[config.mk]
export PLATFORM = sky130hd
export DESIGN_NAME = mem_access_ctrl_flat
export DESIGN_NICKNAME = d
export VERILOG_FILES = /design/src/rtl/mem_ctrl_pkg.sv /design/src/rtl/mem_access_ctrl_if.sv /design/src/rtl/reg_16_ar.sv /design/src/rtl/mem_access_ctrl.sv /design/src/flat_wrapper.sv
export SDC_FILE = /design/constraint.sdc
export NUM_CORES = 1
export LEC_CHECK = 0
export ABC_AREA = 1
export BUFFER_PORTS_ARGS = -buffer_cell sky130_fd_sc_hd__buf_2
export CAP_MARGIN = 20
export CORE_UTILIZATION = 35
export DETAILED_ROUTE_END_ITERATION = 16
export GPL_TIMING_DRIVEN = 0
export PLACE_DENSITY = 0.65
export SETUP_SLACK_MARGIN = 0.5
export SYNTH_ARGS = -nofsm -noshare
export SYNTH_HDL_FRONTEND = slang
export SYNTH_HIERARCHICAL = 1
export SYNTH_SLANG_ARGS = --single-unit
[constraint.sdc]
create_clock -name Clk -period 1.4 [get_ports Clk]
set_input_delay 0.21 -clock Clk [delete_from_list [all_inputs] [get_ports Clk]]
set_output_delay 0.21 -clock Clk [all_outputs]
set_load 0.05 [all_outputs]
[src/rtl/mem_ctrl_pkg.sv]
// Shared types and constants for the memory access controller.
// Holds the controller state enum, the data width and the default access length.
package mem_ctrl_pkg;

  localparam int DATA_W              = 16;
  localparam int CNT_W               = 4;
  localparam int WAIT_CYCLES_DEFAULT = 2;

  typedef enum logic [1:0] {
    IDLE,
    ACCESS,
    RECOVER,
    DONE
  } state_t;

endpackage

[src/rtl/mem_access_ctrl_if.sv]
// Datapath request bus and external memory bus of the access controller.
// master: datapath/memory side; slave: the controller.
interface mem_access_ctrl_if;
  import mem_ctrl_pkg::*;

  logic              Req;
  logic              WE;
  logic [DATA_W-1:0] Addr;
  logic [DATA_W-1:0] WData;
  logic              Ready;
  logic              Done;
  logic [DATA_W-1:0] RData;
  logic [DATA_W-1:0] Mem_Addr;
  logic [DATA_W-1:0] Mem_WData;
  logic [DATA_W-1:0] Mem_RData;
  logic              Mem_CE_N;
  logic              Mem_OE_N;
  logic              Mem_WE_N;

  modport master (
    output Req, WE, Addr, WData, Mem_RData,
    input  Ready, Done, RData, Mem_Addr, Mem_WData,
    input  Mem_CE_N, Mem_OE_N, Mem_WE_N
  );

  modport slave (
    input  Req, WE, Addr, WData, Mem_RData,
    output Ready, Done, RData, Mem_Addr, Mem_WData,
    output Mem_CE_N, Mem_OE_N, Mem_WE_N
  );

endinterface

[src/rtl/reg_16_ar.sv]
// 16-bit load-enable register with asynchronous active-high reset to zero.
// Ports: clk_i, rst_i, ld_i (load enable), d_i (data in), q_o (register value).
module reg_16_ar
  import mem_ctrl_pkg::*;
(
  input  logic              clk_i,
  input  logic              rst_i,
  input  logic              ld_i,
  input  logic [DATA_W-1:0] d_i,
  output logic [DATA_W-1:0] q_o
);

  logic [DATA_W-1:0] r_q;

  always_ff @(posedge clk_i or posedge rst_i) begin
    if (rst_i) begin
      r_q <= '0;
    end else if (ld_i) begin
      r_q <= d_i;
    end
  end

  assign q_o = r_q;

endmodule

[src/rtl/mem_access_ctrl.sv]
// Single-transaction memory access controller: IDLE->ACCESS->(RECOVER)->DONE.
// Ports: Clk, Reset (async, active-high), bus (slave modport: request + memory).
module mem_access_ctrl
  import mem_ctrl_pkg::*;
#(
  parameter int unsigned WAIT_CYCLES = WAIT_CYCLES_DEFAULT
) (
  input  logic        Clk,
  input  logic        Reset,
  mem_access_ctrl_if.slave bus
);

  localparam logic [CNT_W-1:0] LAST = CNT_W'(WAIT_CYCLES - 1);

  state_t            state_q, state_d;
  logic [CNT_W-1:0]  cnt_q, cnt_d;
  logic              we_q, we_d;
  logic              ce_n_q, ce_n_d;
  logic              oe_n_q, oe_n_d;
  logic              wen_q, wen_d;
  logic              mar_ld, mdr_ld;
  logic [DATA_W-1:0] mdr_in;
  logic [DATA_W-1:0] mar_q, mdr_q;

  always_ff @(posedge Clk or posedge Reset) begin
    if (Reset) begin
      state_q <= IDLE;
      cnt_q   <= '0;
      we_q    <= 1'b0;
      ce_n_q  <= 1'b1;
      oe_n_q  <= 1'b1;
      wen_q   <= 1'b1;
    end else begin
      state_q <= state_d;
      cnt_q   <= cnt_d;
      we_q    <= we_d;
      ce_n_q  <= ce_n_d;
      oe_n_q  <= oe_n_d;
      wen_q   <= wen_d;
    end
  end

  always_comb begin
    state_d = state_q;
    cnt_d   = cnt_q;
    we_d    = we_q;
    mar_ld  = 1'b0;
    mdr_ld  = 1'b0;
    mdr_in  = bus.WData;
    unique case (state_q)
      IDLE: begin
        if (bus.Req) begin
          state_d = ACCESS;
          cnt_d   = '0;
          we_d    = bus.WE;
          mar_ld  = 1'b1;
          mdr_ld  = bus.WE;
        end
      end
      ACCESS: begin
        cnt_d = cnt_q + 1'b1;
        if (cnt_q == LAST) begin
          if (we_q) begin
            state_d = RECOVER;
          end else begin
            state_d = DONE;
            mdr_ld  = 1'b1;
            mdr_in  = bus.Mem_RData;
          end
        end
      end
      RECOVER: state_d = DONE;
      DONE:    state_d = IDLE;
      default: state_d = IDLE;
    endcase
  end

  // Strobes are registered from the next state so they leave flops glitch-free.
  always_comb begin
    ce_n_d = !(state_d == ACCESS || state_d == RECOVER);
    oe_n_d = !(state_d == ACCESS && !we_d);
    wen_d  = !(state_d == ACCESS && we_d);
  end

  reg_16_ar u_mar (
    .clk_i (Clk),
    .rst_i (Reset),
    .ld_i  (mar_ld),
    .d_i   (bus.Addr),
    .q_o   (mar_q)
  );

  reg_16_ar u_mdr (
    .clk_i (Clk),
    .rst_i (Reset),
    .ld_i  (mdr_ld),
    .d_i   (mdr_in),
    .q_o   (mdr_q)
  );

  assign bus.Ready     = (state_q == IDLE);
  assign bus.Done      = (state_q == DONE);
  assign bus.RData     = mdr_q;
  assign bus.Mem_WData = mdr_q;
  assign bus.Mem_Addr  = mar_q;
  assign bus.Mem_CE_N  = ce_n_q;
  assign bus.Mem_OE_N  = oe_n_q;
  assign bus.Mem_WE_N  = wen_q;

endmodule

[src/flat_wrapper.sv]
// flat-port wrapper written by rule: the top's interface ports become plain ports
module mem_access_ctrl_flat import mem_ctrl_pkg::*;
#(
  parameter int unsigned WAIT_CYCLES = WAIT_CYCLES_DEFAULT
)
  (Clk, Reset, bus_Req, bus_WE, bus_Addr, bus_WData, bus_Mem_RData, bus_Ready, bus_Done, bus_RData, bus_Mem_Addr, bus_Mem_WData, bus_Mem_CE_N, bus_Mem_OE_N, bus_Mem_WE_N);
  mem_access_ctrl_if bus_i ();
  input  logic Clk;
  input  logic Reset;
  input wire logic [$bits(bus_i.Req)-1:0] bus_Req;
  input wire logic [$bits(bus_i.WE)-1:0] bus_WE;
  input wire logic [$bits(bus_i.Addr)-1:0] bus_Addr;
  input wire logic [$bits(bus_i.WData)-1:0] bus_WData;
  input wire logic [$bits(bus_i.Mem_RData)-1:0] bus_Mem_RData;
  output wire logic [$bits(bus_i.Ready)-1:0] bus_Ready;
  output wire logic [$bits(bus_i.Done)-1:0] bus_Done;
  output wire logic [$bits(bus_i.RData)-1:0] bus_RData;
  output wire logic [$bits(bus_i.Mem_Addr)-1:0] bus_Mem_Addr;
  output wire logic [$bits(bus_i.Mem_WData)-1:0] bus_Mem_WData;
  output wire logic [$bits(bus_i.Mem_CE_N)-1:0] bus_Mem_CE_N;
  output wire logic [$bits(bus_i.Mem_OE_N)-1:0] bus_Mem_OE_N;
  output wire logic [$bits(bus_i.Mem_WE_N)-1:0] bus_Mem_WE_N;
  assign bus_i.Req = bus_Req;
  assign bus_i.WE = bus_WE;
  assign bus_i.Addr = bus_Addr;
  assign bus_i.WData = bus_WData;
  assign bus_i.Mem_RData = bus_Mem_RData;
  assign bus_Ready = bus_i.Ready;
  assign bus_Done = bus_i.Done;
  assign bus_RData = bus_i.RData;
  assign bus_Mem_Addr = bus_i.Mem_Addr;
  assign bus_Mem_WData = bus_i.Mem_WData;
  assign bus_Mem_CE_N = bus_i.Mem_CE_N;
  assign bus_Mem_OE_N = bus_i.Mem_OE_N;
  assign bus_Mem_WE_N = bus_i.Mem_WE_N;
  mem_access_ctrl #(.WAIT_CYCLES(WAIT_CYCLES)) u_core (.Clk(Clk), .Reset(Reset), .bus(bus_i));
endmodule
==> summary.txt <==
Status
  – Status: finished, violations left
  – Violations in the final reports: negative hold slack, negative setup slack

Clock network
  – Worst-case clock buffer depth: 2
  – TritonCTS Sinks: 42
  – Deepest level of the CTS H-tree: 2
  – Clock Pin Slew Worst Setup and Hold Paths: 90 ps
  – Clock insertion delay at the later pin of the skew report: 300 ps
  – CTS tree: built
  – TritonCTS Buffers: 5
  – Root buffer selected by CTS: clkbuf_8

Yosys
  – Mean post-synth cell area: roughly 8.4 µm²
  – Cell area after synthesis: around 0.0022 mm²
  – Count of warnings emitted by yosys: 6
  – Number of distinct library cells after synthesis: 25
  – Post-synthesis cell count: around 270
  – Post-synthesis net count: about 320
  – Sequential share of the synthesized area: a little under half
  – Post-synthesis register bit count: between 40 and 50

Worst setup path
  – Crit path launch type: register
  – R2R setup slack: -40 ps
  – Critical path class: register to register
  – Arrival time of data at the critical path endpoint: between 1500 and 2000 ps
  – Required time worst endpoint: approximately 1600 ps
  – CP max stage cell: dfrtp_1
  – Crit-path leading delay family: buffers and inverters
  – Worst-case reg-to-reg path depth: 10
  – Number of cells on the critical path: 10
  – Longest individual stage delay on the worst path: ~400 ps
  – CP Capture Type: register
  – Critical-path cell list: inv_2 -> ha_4 -> nand4_4 -> buf_6 -> nand2_2 -> buf_6 -> inv_6 -> buf_12 -> nand2_1 -> nand2_1
  – Sum of buffers and inverters on the critical path: 5
  – Critical path fanouts, max: 10

Timing
  – Period Utilization, post-route: 103%
  – Max-slew violation count: 0
  – Final setup viols: 12
  – Number of hold-slack violations in the final timing report: 10
  – Worst Setup Slack, final: -39.3 ps
  – Hold Slack: -4.15 ps
  – Setup TNS Final: -297 ps
  – Worst clock skew on the final layout: about 6.7 ps
  – Min cycle time layout: around 1400 ps
  – Normalized max-slew margin: between 50% and 60%
  – Max Clk Rate: just under 700 MHz
  – Worst-Margin Slew: about 660 ps
  – RSZ-0062 raised after global routing: true

Power and ir drop
  – Sequential power share: around a fifth
  – Comb pwr share: between 70% and 80%
  – Internal power: 6510 µW
  – Static power due to leakage: 0.00217 µW
  – Switching part of the total power: 47.9%
  – Part of the total power dissipated in the clock network: under 10%
  – Peak supply drop: between 1.5 and 2 mV
  – Power per standard cell area: between 3000 and 4000 mW/mm²
  – Switching pwr: around 6000 µW

Detailed routing
  – Antenna-violating nets left: 0
  – Vias per Instance: 4.57
  – DRC marker count from the first detailed-route iteration: 111
  – Via total after detailed routing: 2,301
  – Number of detailed-routing iterations run before antenna repair: 4
  – Total routed wirelength: approximately 6600 µm
  – Post-route DRC: 0
  – Routed len/inst: 13.1 µm

Global route
  – Pin count of the biggest net entering global routing: 17
  – First-pass GRT wire length: between 10,000 and 15,000 µm
  – Total global routing track utilization: 20.3%
  – Total gr overflow: 0
  – Number of antenna violations at the first check in global routing: 0
  – Vias in the first global route: between 2k and 2.5k

Die
  – DIE WIDTH: between 80 and 90 µm
  – Die area: just under 0.007 mm²
  – Floorplan die height: 82.1 µm
  – Effective utilization at floorplan: 37.0%
  – I/O pin total: about 110
  – Core Region: 0.00606 mm²
  – Std-Cell Rows: 28

Place
  – Placed instance count: around 450
  – Count of buffers from port buffering: 104
  – Post-place instance area: roughly 0.0031 mm²
  – Detailed placement HPWL: 4080 µm
  – Final Wtd Congestion: 0.789

Job
  – Number of maximum-capacitance constraint violations: 0

Layout
  – Total number of nets in the final design: 483
  – Final-layout fill cell count: 438
  – # diodes: 0
  – Final cell count without fillers: ~500
  – Most common cell after layout, fill and taps aside: nand2_1
  – Share of final-layout standard cells stronger than drive strength 1: 59.7%
  – Synthesis-to-finish area growth: 85.3%
  – Most used cells in the layout excluding fill and tap cells: 120 x nand2_1, 51 x buf_2, 46 x buf_8
  – Total non-filler cell area in the finished layout: ~0.0042 mm²

Min path
  – Type of the tightest min-delay check: input port to asynchronous set/reset pin
[sequential cells by signal (all words and copies together) (netlist names)]
signal               cells
u_core/cnt_q             4
u_core/bus.Mem_OE_N      1
u_core/bus.Mem_CE_N      1
u_core/bus.Mem_WE_N      1
u_core/we_q              1
u_core/u_mdr/q_o        16
u_core/u_mar/q_o        16
u_core/state_q           2
[cells in the mapped netlist (all sizes together)]
| cell | instances | area, µm² |
|---|---|---|
| nand2 | 142 | 558 |
| dfrtp | 39 | 976 |
| buf | 29 | 287 |
| nand4 | 18 | 128 |
| inv | 12 | 57.6 |
| nor2 | 7 | 48.8 |
| nand3 | 5 | 25.0 |
| dfstp | 3 | 78.8 |
| ha | 3 | 37.5 |
| o21ai | 3 | 15.0 |
| a21oi | 2 | 13.8 |
| clkinv | 1 | 5.00 |
| o22ai | 1 | 6.26 |
| xnor2 | 1 | 8.76 |
[worst register-to-register path: cells and delay by family (launching register included)]
| family | cells | cell delay [ps] |
|---|---|---|
| buf+inv | 5 | 520 |
| fa+ha+maj | 1 | 160 |
| simple gates | 4 | 270 |
| flops | 1 | 400 |
[metal layers]
layer,share of wire (%),GRT usage (%),wire length (µm)
met5,0,0,0
met4,2.2,7.02,142
met3,4.7,3.89,313
met2,51,35.5,3390
met1,42,24.8,2740
[metrics by stage]
stage          hold slack [ps]  power [µW]  worst slack (ps)  util [%]
2_1_floorplan             47.9        7540             -68.0         -
3_3_place_gp               224        8710              -213      50.5
3_5_place_dp               225        8780              -229      50.5
4_1_cts                   4.04       12000             -33.6      65.8
5_1_grt                   50.1       13200              -113      68.6
6_report                 -4.15       12500             -39.3      68.6
[layout make-up]
| class | count | area, µm² | area share (%) |
|---|---|---|---|
| timing repair buffer | 155 | 1440 | 34.6 |
| sequential | 42 | 1080 | 25.9 |
| multi-input combinational | 182 | 965 | 23.2 |
| buffer | 29 | 417 | 10.0 |
| tap | 75 | 93.8 | 2.26 |
| inverter | 13 | 75.1 | 1.81 |
| clock buffer | 5 | 68.8 | 1.65 |
| clock inverter | 3 | 23.8 | 0.572 |
[power groups by stage]
stage	combinational, µW	sequential, µW	clock (µW)
finish	9180	2490	820
floorplan	3520	4030	0
global route	9700	2570	891
global placement	6330	2380	0
detailed placement	6390	2400	0
CTS	8680	2470	843
[repair_timing]
action | in CTS | in global routing
gates resized for setup | 158 | 17
cloned | 2 | 1
hold buffers | 1 | 0
pin swaps | 12 | 18
endpoints found under the setup margin | 95 | 95
setup buffers | 35 | 12
endpoints found under the hold margin | 7 | 0
[kinds of logic (layout without fill, tap and decap cells)]
group	count (synthesis)	after routing	share of synthesized area, %
compound gates	6	6	1.56
xor+xnor	1	1	0.390
fa+ha+maj	3	3	1.67
buf+inv	42	205	15.6
flops	42	42	47.0
simple gates	172	172	33.8
[final timing paths]
path	from	to
setup / recovery	u_core/cnt_q[1]$_DFFE_PP0P_	u_core/u_mdr/q_o[9]$_DFFE_PP0P_
hold / removal	Reset	u_core/u_mar/q_o[15]$_DFFE_PP0P_
setup reg to reg	u_core/cnt_q[1]$_DFFE_PP0P_	u_core/u_mdr/q_o[9]$_DFFE_PP0P_
hold reg to reg	u_core/u_mar/q_o[2]$_DFFE_PP0P_	u_core/u_mar/q_o[2]$_DFFE_PP0P_
max in group asynchronous	Reset	u_core/bus.Mem_CE_N$_DFF_PP1_
min in group Clk	bus_Addr[3]	u_core/u_mar/q_o[3]$_DFFE_PP0P_
(Power assumes the default switching activity.)
